`src/rtl/otp_macro_arb.sv`:
```
// otp_macro_arb: shares one OTP macro between NumReq requesters.
// It owns the macro init handshake and grants commands round-robin, one at a time.
// Each program is followed by a read-back, and the response flags any requested
// bit that did not get set. A read or read-back that never returns is aborted
// after TimeoutCycles.
//
// state      | meaning
// -----------+-----------------------------------------------------
// ResetSt    | just out of reset, macro untouched
// InitSt     | otp_init_req_o high, waiting for otp_init_done_i
// IdleSt     | arbitrating, winner's command presented to the macro
// RdWaitSt   | read accepted, waiting for otp_rvalid_i
// WrBusySt   | program accepted, macro busy for one cycle
// VfyReqSt   | issuing read-back of the programmed address
// VfyWaitSt  | waiting for read-back data, then bit check
module otp_macro_arb #(
  parameter int NumReq        = 3,
  parameter int Width         = 16,
  parameter int Depth         = 1024,
  parameter int TimeoutCycles = 16,
  localparam int AddrWidth    = $clog2(Depth)
) (
  input  logic                        clk_i,
  input  logic                        rst_ni,
  input  logic [NumReq-1:0]           req_valid_i,
  output logic [NumReq-1:0]           req_ready_o,
  input  logic [NumReq-1:0]           req_wren_i,
  input  logic [NumReq*AddrWidth-1:0] req_addr_i,
  input  logic [NumReq*Width-1:0]     req_wdata_i,
  output logic [NumReq-1:0]           rsp_valid_o,
  output logic [Width-1:0]            rsp_rdata_o,
  output logic                        rsp_err_o,
  output logic                        init_done_o,
  output logic                        otp_init_req_o,
  input  logic                        otp_init_done_i,
  output logic                        otp_valid_o,
  input  logic                        otp_ready_i,
  output logic                        otp_wren_o,
  output logic [AddrWidth-1:0]        otp_addr_o,
  output logic [Width-1:0]            otp_wdata_o,
  input  logic [Width-1:0]            otp_rdata_i,
  input  logic                        otp_rvalid_i
);

  localparam int IdxWidth = $clog2(NumReq);
  localparam int CntWidth = $clog2(TimeoutCycles);

  localparam logic [IdxWidth-1:0] LastIdx = IdxWidth'(NumReq - 1);
  localparam logic [CntWidth-1:0] CntLast = CntWidth'(TimeoutCycles - 1);

  localparam logic [2:0] ResetSt   = 3'd0;
  localparam logic [2:0] InitSt    = 3'd1;
  localparam logic [2:0] IdleSt    = 3'd2;
  localparam logic [2:0] RdWaitSt  = 3'd3;
  localparam logic [2:0] WrBusySt  = 3'd4;
  localparam logic [2:0] VfyReqSt  = 3'd5;
  localparam logic [2:0] VfyWaitSt = 3'd6;

  logic [2:0]          state_q;
  logic [IdxWidth-1:0] rr_q;
  logic [IdxWidth-1:0] grant_q;
  logic [AddrWidth-1:0] addr_q;
  logic [Width-1:0]    wdata_q;
  logic                wren_q;
  logic [CntWidth-1:0] cnt_q;
  logic                init_done_q;
  logic [NumReq-1:0]   rsp_valid_q;
  logic [Width-1:0]    rsp_rdata_q;
  logic                rsp_err_q;

  logic                any_valid;
  logic [IdxWidth-1:0] win_idx;
  logic                win_wren;
  logic [AddrWidth-1:0] win_addr;
  logic [Width-1:0]    win_wdata;
  logic                accept;
  logic [NumReq-1:0]   grant_oh;
  logic                vfy_mismatch;

  // Round-robin search: scan downwards so the nearest requester at/after rr_q wins last.
  always_comb begin
    int j;
    any_valid = 1'b0;
    win_idx   = '0;
    j         = 0;
    for (int k = NumReq - 1; k >= 0; k--) begin
      j = int'(rr_q) + k;
      if (j >= NumReq) j = j - NumReq;
      if (req_valid_i[j]) begin
        any_valid = 1'b1;
        win_idx   = IdxWidth'(j);
      end
    end
  end

  assign win_wren  = req_wren_i[win_idx];
  assign win_addr  = req_addr_i[win_idx*AddrWidth +: AddrWidth];
  assign win_wdata = req_wdata_i[win_idx*Width +: Width];
  assign accept    = (state_q == IdleSt) && any_valid && otp_ready_i;

  // One-hot of the latched grant, used to steer the response.
  always_comb begin
    grant_oh          = '0;
    grant_oh[grant_q] = 1'b1;
  end

  // A read-back only passes if every bit we asked to program reads as set.
  assign vfy_mismatch = (otp_rdata_i & wdata_q) != wdata_q;

  // Macro command bus: live winner in IdleSt, latched address during read-back, else quiet.
  always_comb begin
    otp_valid_o = 1'b0;
    otp_wren_o  = 1'b0;
    otp_addr_o  = '0;
    otp_wdata_o = '0;
    req_ready_o = '0;
    case (state_q)
      IdleSt: begin
        if (any_valid) begin
          otp_valid_o = 1'b1;
          otp_wren_o  = win_wren;
          otp_addr_o  = win_addr;
          otp_wdata_o = win_wdata;
          if (otp_ready_i) req_ready_o[win_idx] = 1'b1;
        end
      end
      VfyReqSt: begin
        otp_valid_o = 1'b1;
        otp_addr_o  = addr_q;
      end
      default: ;
    endcase
  end

  assign otp_init_req_o = (state_q == InitSt);
  assign init_done_o    = init_done_q;
  assign rsp_valid_o    = rsp_valid_q;
  assign rsp_rdata_o    = rsp_rdata_q;
  assign rsp_err_o      = rsp_err_q;

  // Sequencer: init handshake, grant latching, wait/timeout and registered one-cycle responses.
  always_ff @(posedge clk_i or negedge rst_ni) begin
    if (!rst_ni) begin
      state_q     <= ResetSt;
      rr_q        <= '0;
      grant_q     <= '0;
      addr_q      <= '0;
      wdata_q     <= '0;
      wren_q      <= 1'b0;
      cnt_q       <= '0;
      init_done_q <= 1'b0;
      rsp_valid_q <= '0;
      rsp_rdata_q <= '0;
      rsp_err_q   <= 1'b0;
    end else begin
      rsp_valid_q <= '0;
      rsp_rdata_q <= '0;
      rsp_err_q   <= 1'b0;
      case (state_q)
        ResetSt: state_q <= InitSt;
        InitSt: begin
          if (otp_init_done_i) begin
            state_q     <= IdleSt;
            init_done_q <= 1'b1;
          end
        end
        IdleSt: begin
          if (accept) begin
            grant_q <= win_idx;
            addr_q  <= win_addr;
            wdata_q <= win_wdata;
            wren_q  <= win_wren;
            rr_q    <= (win_idx == LastIdx) ? '0 : win_idx + 1'b1;
            cnt_q   <= '0;
            state_q <= win_wren ? WrBusySt : RdWaitSt;
          end
        end
        RdWaitSt, VfyWaitSt: begin
          if (otp_rvalid_i) begin
            rsp_valid_q <= grant_oh;
            rsp_rdata_q <= otp_rdata_i;
            rsp_err_q   <= wren_q && vfy_mismatch;
            state_q     <= IdleSt;
          end else if (cnt_q == CntLast) begin
            rsp_valid_q <= grant_oh;
            rsp_err_q   <= 1'b1;
            state_q     <= IdleSt;
          end else begin
            cnt_q <= cnt_q + 1'b1;
          end
        end
        WrBusySt: state_q <= VfyReqSt;
        VfyReqSt: begin
          if (otp_ready_i) begin
            cnt_q   <= '0;
            state_q <= VfyWaitSt;
          end
        end
        default: state_q <= ResetSt;
      endcase
    end
  end

endmodule

```
`config.mk`:
```
export PLATFORM = sky130hd
export DESIGN_NAME = otp_macro_arb
export DESIGN_NICKNAME = d
export VERILOG_FILES = /design/src/rtl/otp_macro_arb.sv
export SDC_FILE = /design/constraint.sdc
export NUM_CORES = 1
export LEC_CHECK = 0
export ABC_AREA = 1
export CAP_MARGIN = 30
export CORE_MARGIN = 4
export CORE_UTILIZATION = 43
export DETAILED_ROUTE_END_ITERATION = 16
export PLACE_DENSITY_LB_ADDON = 0.15
export SLEW_MARGIN = 20
export SYNTH_ARGS = -nofsm -noshare
export SYNTH_HDL_FRONTEND = slang
export SYNTH_SLANG_ARGS = --single-unit
```
`constraint.sdc`:
```
create_clock -name clk_i -period 3.28 [get_ports clk_i]
set_input_delay 0.656 -clock clk_i [delete_from_list [all_inputs] [get_ports clk_i]]
set_output_delay 0.656 -clock clk_i [all_outputs]
set_load 0.05 [all_outputs]
```
# Word-level counts from Yosys, hierarchy flattened
# Cells that the tools add are included.
dict set report word_totals {
  register_bits 59
  inputBits 105
  wordCells 115
}
dict set report classes {
  add_sub_neg 7
  multipliers 1
  order_cmp 10
  n_eq_ne 15
  shift 2
  muxes 56
  bitwise 1
  reduce_logical 12
}
# op count
set ops {}
lappend ops {{< comparator 32 x 4 -> 1 bit, second input constant} 3}
lappend ops {{2-to-1 mux 32 bit} 3}
lappend ops {{2-to-1 mux 16 bit} 4}
lappend ops {{indexed part select 48 x 7 -> 16 bit} 1}
lappend ops {{2-to-1 mux 3 bit} 12}
lappend ops {{indexed part select 30 x 7 -> 10 bit} 1}
lappend ops {{case mux 10 bit (2 select lines)} 1}
lappend ops {{2-to-1 mux 1 bit} 18}
lappend ops {{case mux 3 bit (6 select lines)} 1}
lappend ops {{AND 16 bit} 1}
lappend ops {{2-to-1 mux 4 bit} 4}
lappend ops {{inequality test 16 bit} 1}
lappend ops {{case mux 4 bit (3 select lines)} 1}
lappend ops {{2-to-1 mux 10 bit} 1}
lappend ops {{equality test 3 bit, second input constant} 3}
lappend ops {{binary-select mux 1 bit (select 2 bit)} 4}
lappend ops {{2-to-1 mux 2 bit} 4}
lappend ops {{inequality test 2 bit, second input constant} 4}
lappend ops {{subtractor 3 x 2 -> 4 bit, second input constant} 2}
lappend ops {{equality test 3 x 2 -> 1 bit, second input constant} 2}
lappend ops {{>= comparator 3 x 2 -> 1 bit, second input constant} 2}
lappend ops {{< comparator 2 x 3 -> 1 bit, second input constant} 2}
lappend ops {{logical AND 1 bit} 5}
lappend ops {{multiplier 2 x 3 -> 5 bit, second input constant} 1}
lappend ops {{20 further kinds} 23}

# Longest topological paths before layout
dict set report logic_depth {
  ltp_word 16
  mapped_depth 18
}

# Worst setup path after synthesis
# No wires, ideal clock.
dict set report synth_path {
  path_kind {flip-flop to output port}
  startpoint {reg rr_q[0]}
  endpoint {out otp_addr_o[8]}
  t_arrival_ns 2.310
  required_ns 2.624
  path_slack_ns 0.314
  path_stages_with_launch 17
  n_path_buf 1
  path_cell_list {dfrtp_1 > inv_1 > ha_1 > inv_2 > nand2_1 > nand2_1 > nand3_1 > nand2_1 > nand2_2 > nand2_4 > inv_4 > nor2_8 > buf_12 > nand2_2 > nand3_2 > nand2_1 > o21ai_0}
}
dict set report synth_between {
  elab_chain_cells 13
  word_cells_on_any_way 30
}
# item line_no
set synth_rtl {}
lappend synth_rtl {{from (decl)} 60} ;# logic [IdxWidth-1:0] rr_q;
lappend synth_rtl {{from (signal assigned)} 173} ;# rr_q <= (win_idx == LastIdx) ? '0 : win_idx + 1'b1;
lappend synth_rtl {{adder 2 x 2 -> 3 bit} 87} ;# j = int'(rr_q) + k;
lappend synth_rtl {{subtractor 3 x 2 -> 4 bit or >= comparator 3 x 2 -> 1 bit (tied branches)} 88} ;# if (j >= NumReq) j = j - NumReq;
lappend synth_rtl {{2-to-1 mux 32 bit} 88}
lappend synth_rtl {{binary-select mux 1 bit (select 2 bit)} 89} ;# if (req_valid_i[j]) begin
lappend synth_rtl {{2-to-1 mux 1 bit (implied by the code) (2 in series)} 89}
lappend synth_rtl {{2-to-1 mux 2 bit (3 in series)} 89}
lappend synth_rtl {{multiplier 2 x 3 -> 5 bit} 97} ;# assign win_addr = req_addr_i[win_idx*AddrWidth +: AddrWidth];
lappend synth_rtl {{indexed part select 30 x 7 -> 10 bit} 97}
lappend synth_rtl {{2-to-1 mux 10 bit *} 119} ;# if (any_valid) begin
lappend synth_rtl {{case mux 10 bit (2 select lines) *} 117} ;# case (state_q)
lappend synth_rtl {{to (decl)} 39} ;# output logic [AddrWidth-1:0] otp_addr_o,
# Mark *: on every way between the ends. The rest lies on a longest branch, timed or not. The select of a mux whose other input is x is not followed.

# Final worst setup path
dict set report layout_path {
  startpoint {reg rr_q[0]}
  endpoint {out otp_addr_o[6]}
}
# Same word-level chain as after synthesis.

==> results.md <==
* Max Clk Rate at approximately 300 MHz
* Remaining Overflow, GRT at 0
* Worst-path clk slew at 0.07 ns
* Routed length per instance at 14.9 um
* Headroom to the max-slew limit at 0.552
* Row Count at 33
* TritonCTS clock tree: done
* Worst-path cell chain: inv_2 -> ha_4 -> nand2_2 -> nand3_4 -> nand3_1 -> nand2_1 -> nand2_2 -> nand2_4 -> inv_4 -> nor2_8 -> buf_12 -> buf_8 -> nand2_1 -> nand3_2 -> nand2_2 -> o21ai_2 -> buf_12
* YS warnings at 0
* Reg2Reg Setup Slack at 0.66 ns
* Die Width at slightly above 100 um
* Clock tree buffer depth at 2
* Area delta synth->final at 64.6%
* Total number of vias at 3902
* CTS buffer count at 9
* Worst path most repeated cell: nand2_2
* Hold WC Path Type: in2async
* DIE HEIGHT at 101 um
* Final Setup Violations at 5
* Failing checks: setup timing
* Synthesis-stage register bit count at 59
* H-Tree Depth at 3
* Startpoint Class: flip-flop
* Drt via density at 4.99
* Routed WL at roughly 12 mm
* Post-Syn Area per Cell at 7.39 um^2
* Synthesized instance count at about 500
* CP max stage delay at a little over 0.4 ns
* Post-synth cell types at 34
* CP required at 2.62 ns
* Starting DRT DRC Count at 152
* Initial antenna violation count at 0
* Detailed placer's ending HPWL at between 8 and 9 mm
* Largest net degree at the start of global routing at 56
* Sequential area share after synthesis at 0.398
* Arr. time, crit path at 2.66 ns
* Vias in the first global route at approximately 3.8k
* Starting Density at 0.447
* Syn Std Cell Area at 3710 um^2
* Fin crit period at 3.32 ns
* Status: complete, but fails checks
* Die area at 10200 um^2
* R2R Path Start: rr_q[0]$_DFFE_PN0P_
* Pre-CTS WS at 0.00656 ns
* Crit share post-route at 1.01
* Syn nets at 611
* R2r worst-path depth at 14
* Max Transition Viols Final at 0
* DRT Pass-1 Iters at 5
* Worst Skew at ~0.012 ns
* GR Util All Layers at 0.222
* Crit path capture type: output pin
* GP Congestion at 0.905
* Unrepaired setup endpoints after global routing: yes
* Layout cell share with drive strength beyond 1 at 0.247
* Clk Latency, worst-skew pair at roughly 0.33 ns
* Core Region at 8300 um^2
* Residual DRC at 0
* Max cap viols at 0
* Setup ws final at -0.0362 ns
* Delay-heaviest family, CP: simple AND/OR/NAND/NOR gates
* # hold bufs at CTS at 0
* Critical R2R Capture: addr_q[3]$_DFFE_PN0P_
* CTS root buffer: clkbuf_8
* Crit. Startpoint: rr_q[0]$_DFFE_PN0P_
* Nets at roughly 780
* Port Buf Inserts at 157
* ANT cells at 0
* CP Max Fanout at 7
* Routed Antenna Nets at 0
* Worst-margin pin slew at about 0.67 ns
* CTS sink count at ~60
* Hold Vio Cnt, Final at 0
* Crit path kind: reg2out
* Crit-path slowest cell: dfrtp_1
* First-pass GRT wire length at approximately 18 mm
* Buffers plus inverters on the worst setup path at 5
* I/O pin count at 158
-- cell usage after synthesis (all sizes together) --
library cell  number  area (um^2)
xnor2              1         8.76
nand2            209          845
inv               66          255
a22o               1         8.76
nor4               2         12.5
o21ai             46          287
dfrtp             59         1480
o22ai             10         68.8
a31oi              2         12.5
a31o               1         8.76
nand4              1         6.26
nor3               2         10.0
ha                 4         50.1
nor2              31          149
buf               15          143
xor2               1         8.76
a21oi              4         20.0
clkbuf             5         23.8
nand3             42          315
-- registers in the layout, indices dropped and copies added (netlist names) --
| name | cells |
|---|---|
| addr_q | 10 |
| cnt_q | 4 |
| init_done_o | 1 |
| rr_q | 2 |
| grant_q | 2 |
| rsp_rdata_o | 16 |
| rsp_valid_o | 3 |
| wdata_q | 16 |
| rsp_err_o | 1 |
| wren_q | 1 |
| state_q | 3 |
-- stage by stage --
stage                     instances  setup TNS, ns  hold slack, ns   util  area (um^2)
after floorplan                 502              0           0.360      -         3710
after global placement          757              0           0.421  0.685         5690
after detailed placement        757              0           0.430  0.685         5690
after CTS                       773              0           0.456  0.710         5890
after global routing            782          -3.22           0.338  0.735         6100
final                           782         -0.128           0.311  0.735         6100
-- routing by layer --
metal / share of wire / track usage / up-vias
li1: - / - / 1906
met1: 0.39 / 0.256 / 1841
met2: 0.53 / 0.397 / 135
met3: 0.069 / 0.0651 / 20
met4: 0.020 / 0.0642 / 0
met5: 0 / 0 / -
-- repair_timing --
item | 4_1_cts | 5_1_grt
buffers inserted | 0 | 8
hold endpoints to repair | 0 | 0
gates resized for setup | 9 | 47
setup endpoints to repair | 6 | 27
pin swaps | 0 | 6
-- layout by cell type, fill, tap and decap left out, types with 2 or more instances in the layout --
cell type / count
nand2_2: 25
inv_6: 3
nor2_8: 2
nand2_4: 3
inv_2: 14
clkinv_2: 3
buf_6: 2
a31oi_1: 2
ha_1: 2
nand3_2: 25
o21ai_0: 10
nor4_1: 2
nor3_1: 2
ha_4: 2
o21ai_1: 17
o21ai_2: 19
clkbuf_8: 10
buf_4: 15
o22ai_1: 9
nor2_1: 29
dlymetal6s2s_1: 3
dfrtp_1: 58
a21oi_1: 4
nand3_1: 16
buf_12: 33
inv_1: 48
clkdlybuf4s50_1: 122
nand2_1: 181
-- worst max path at each step --
stage	end	slack (ns)	cells after the start
after floorplan	otp_addr_o[8]	0.31	16
after global placement	otp_addr_o[0]	0.07	15
after detailed placement	otp_addr_o[0]	0.007	15
after CTS	otp_addr_o[2]	0.001	17
after global routing	otp_addr_o[1]	-0.21	19
final	otp_addr_o[6]	-0.04	17
-- kinds of logic (layout without fill, tap and decap cells) --
kind of cell	Yosys count	count (layout)	synth area share
buffers and inverters	86	261	0.114
DFF	59	59	0.398
adders and majority gates	4	4	0.0135
xor gates and xnor gates	2	2	0.00472
and+or+nand+nor	287	287	0.361
AOI/OAI and AO/OA	64	64	0.109
-- layout make-up --
class / count / area (um^2)
sequential: 59 / 1480
clock buffer: 11 / 141
multi-input combinational: 357 / 1910
fill: 644 / 2200
timing repair buffer: 179 / 2130
clock inverter: 5 / 52.6
tap: 105 / 131
inverter: 66 / 265
Power is left out: the tool's default activity adds up to more than one toggle a clock period on the data nets, which glitch-free logic cannot reach.
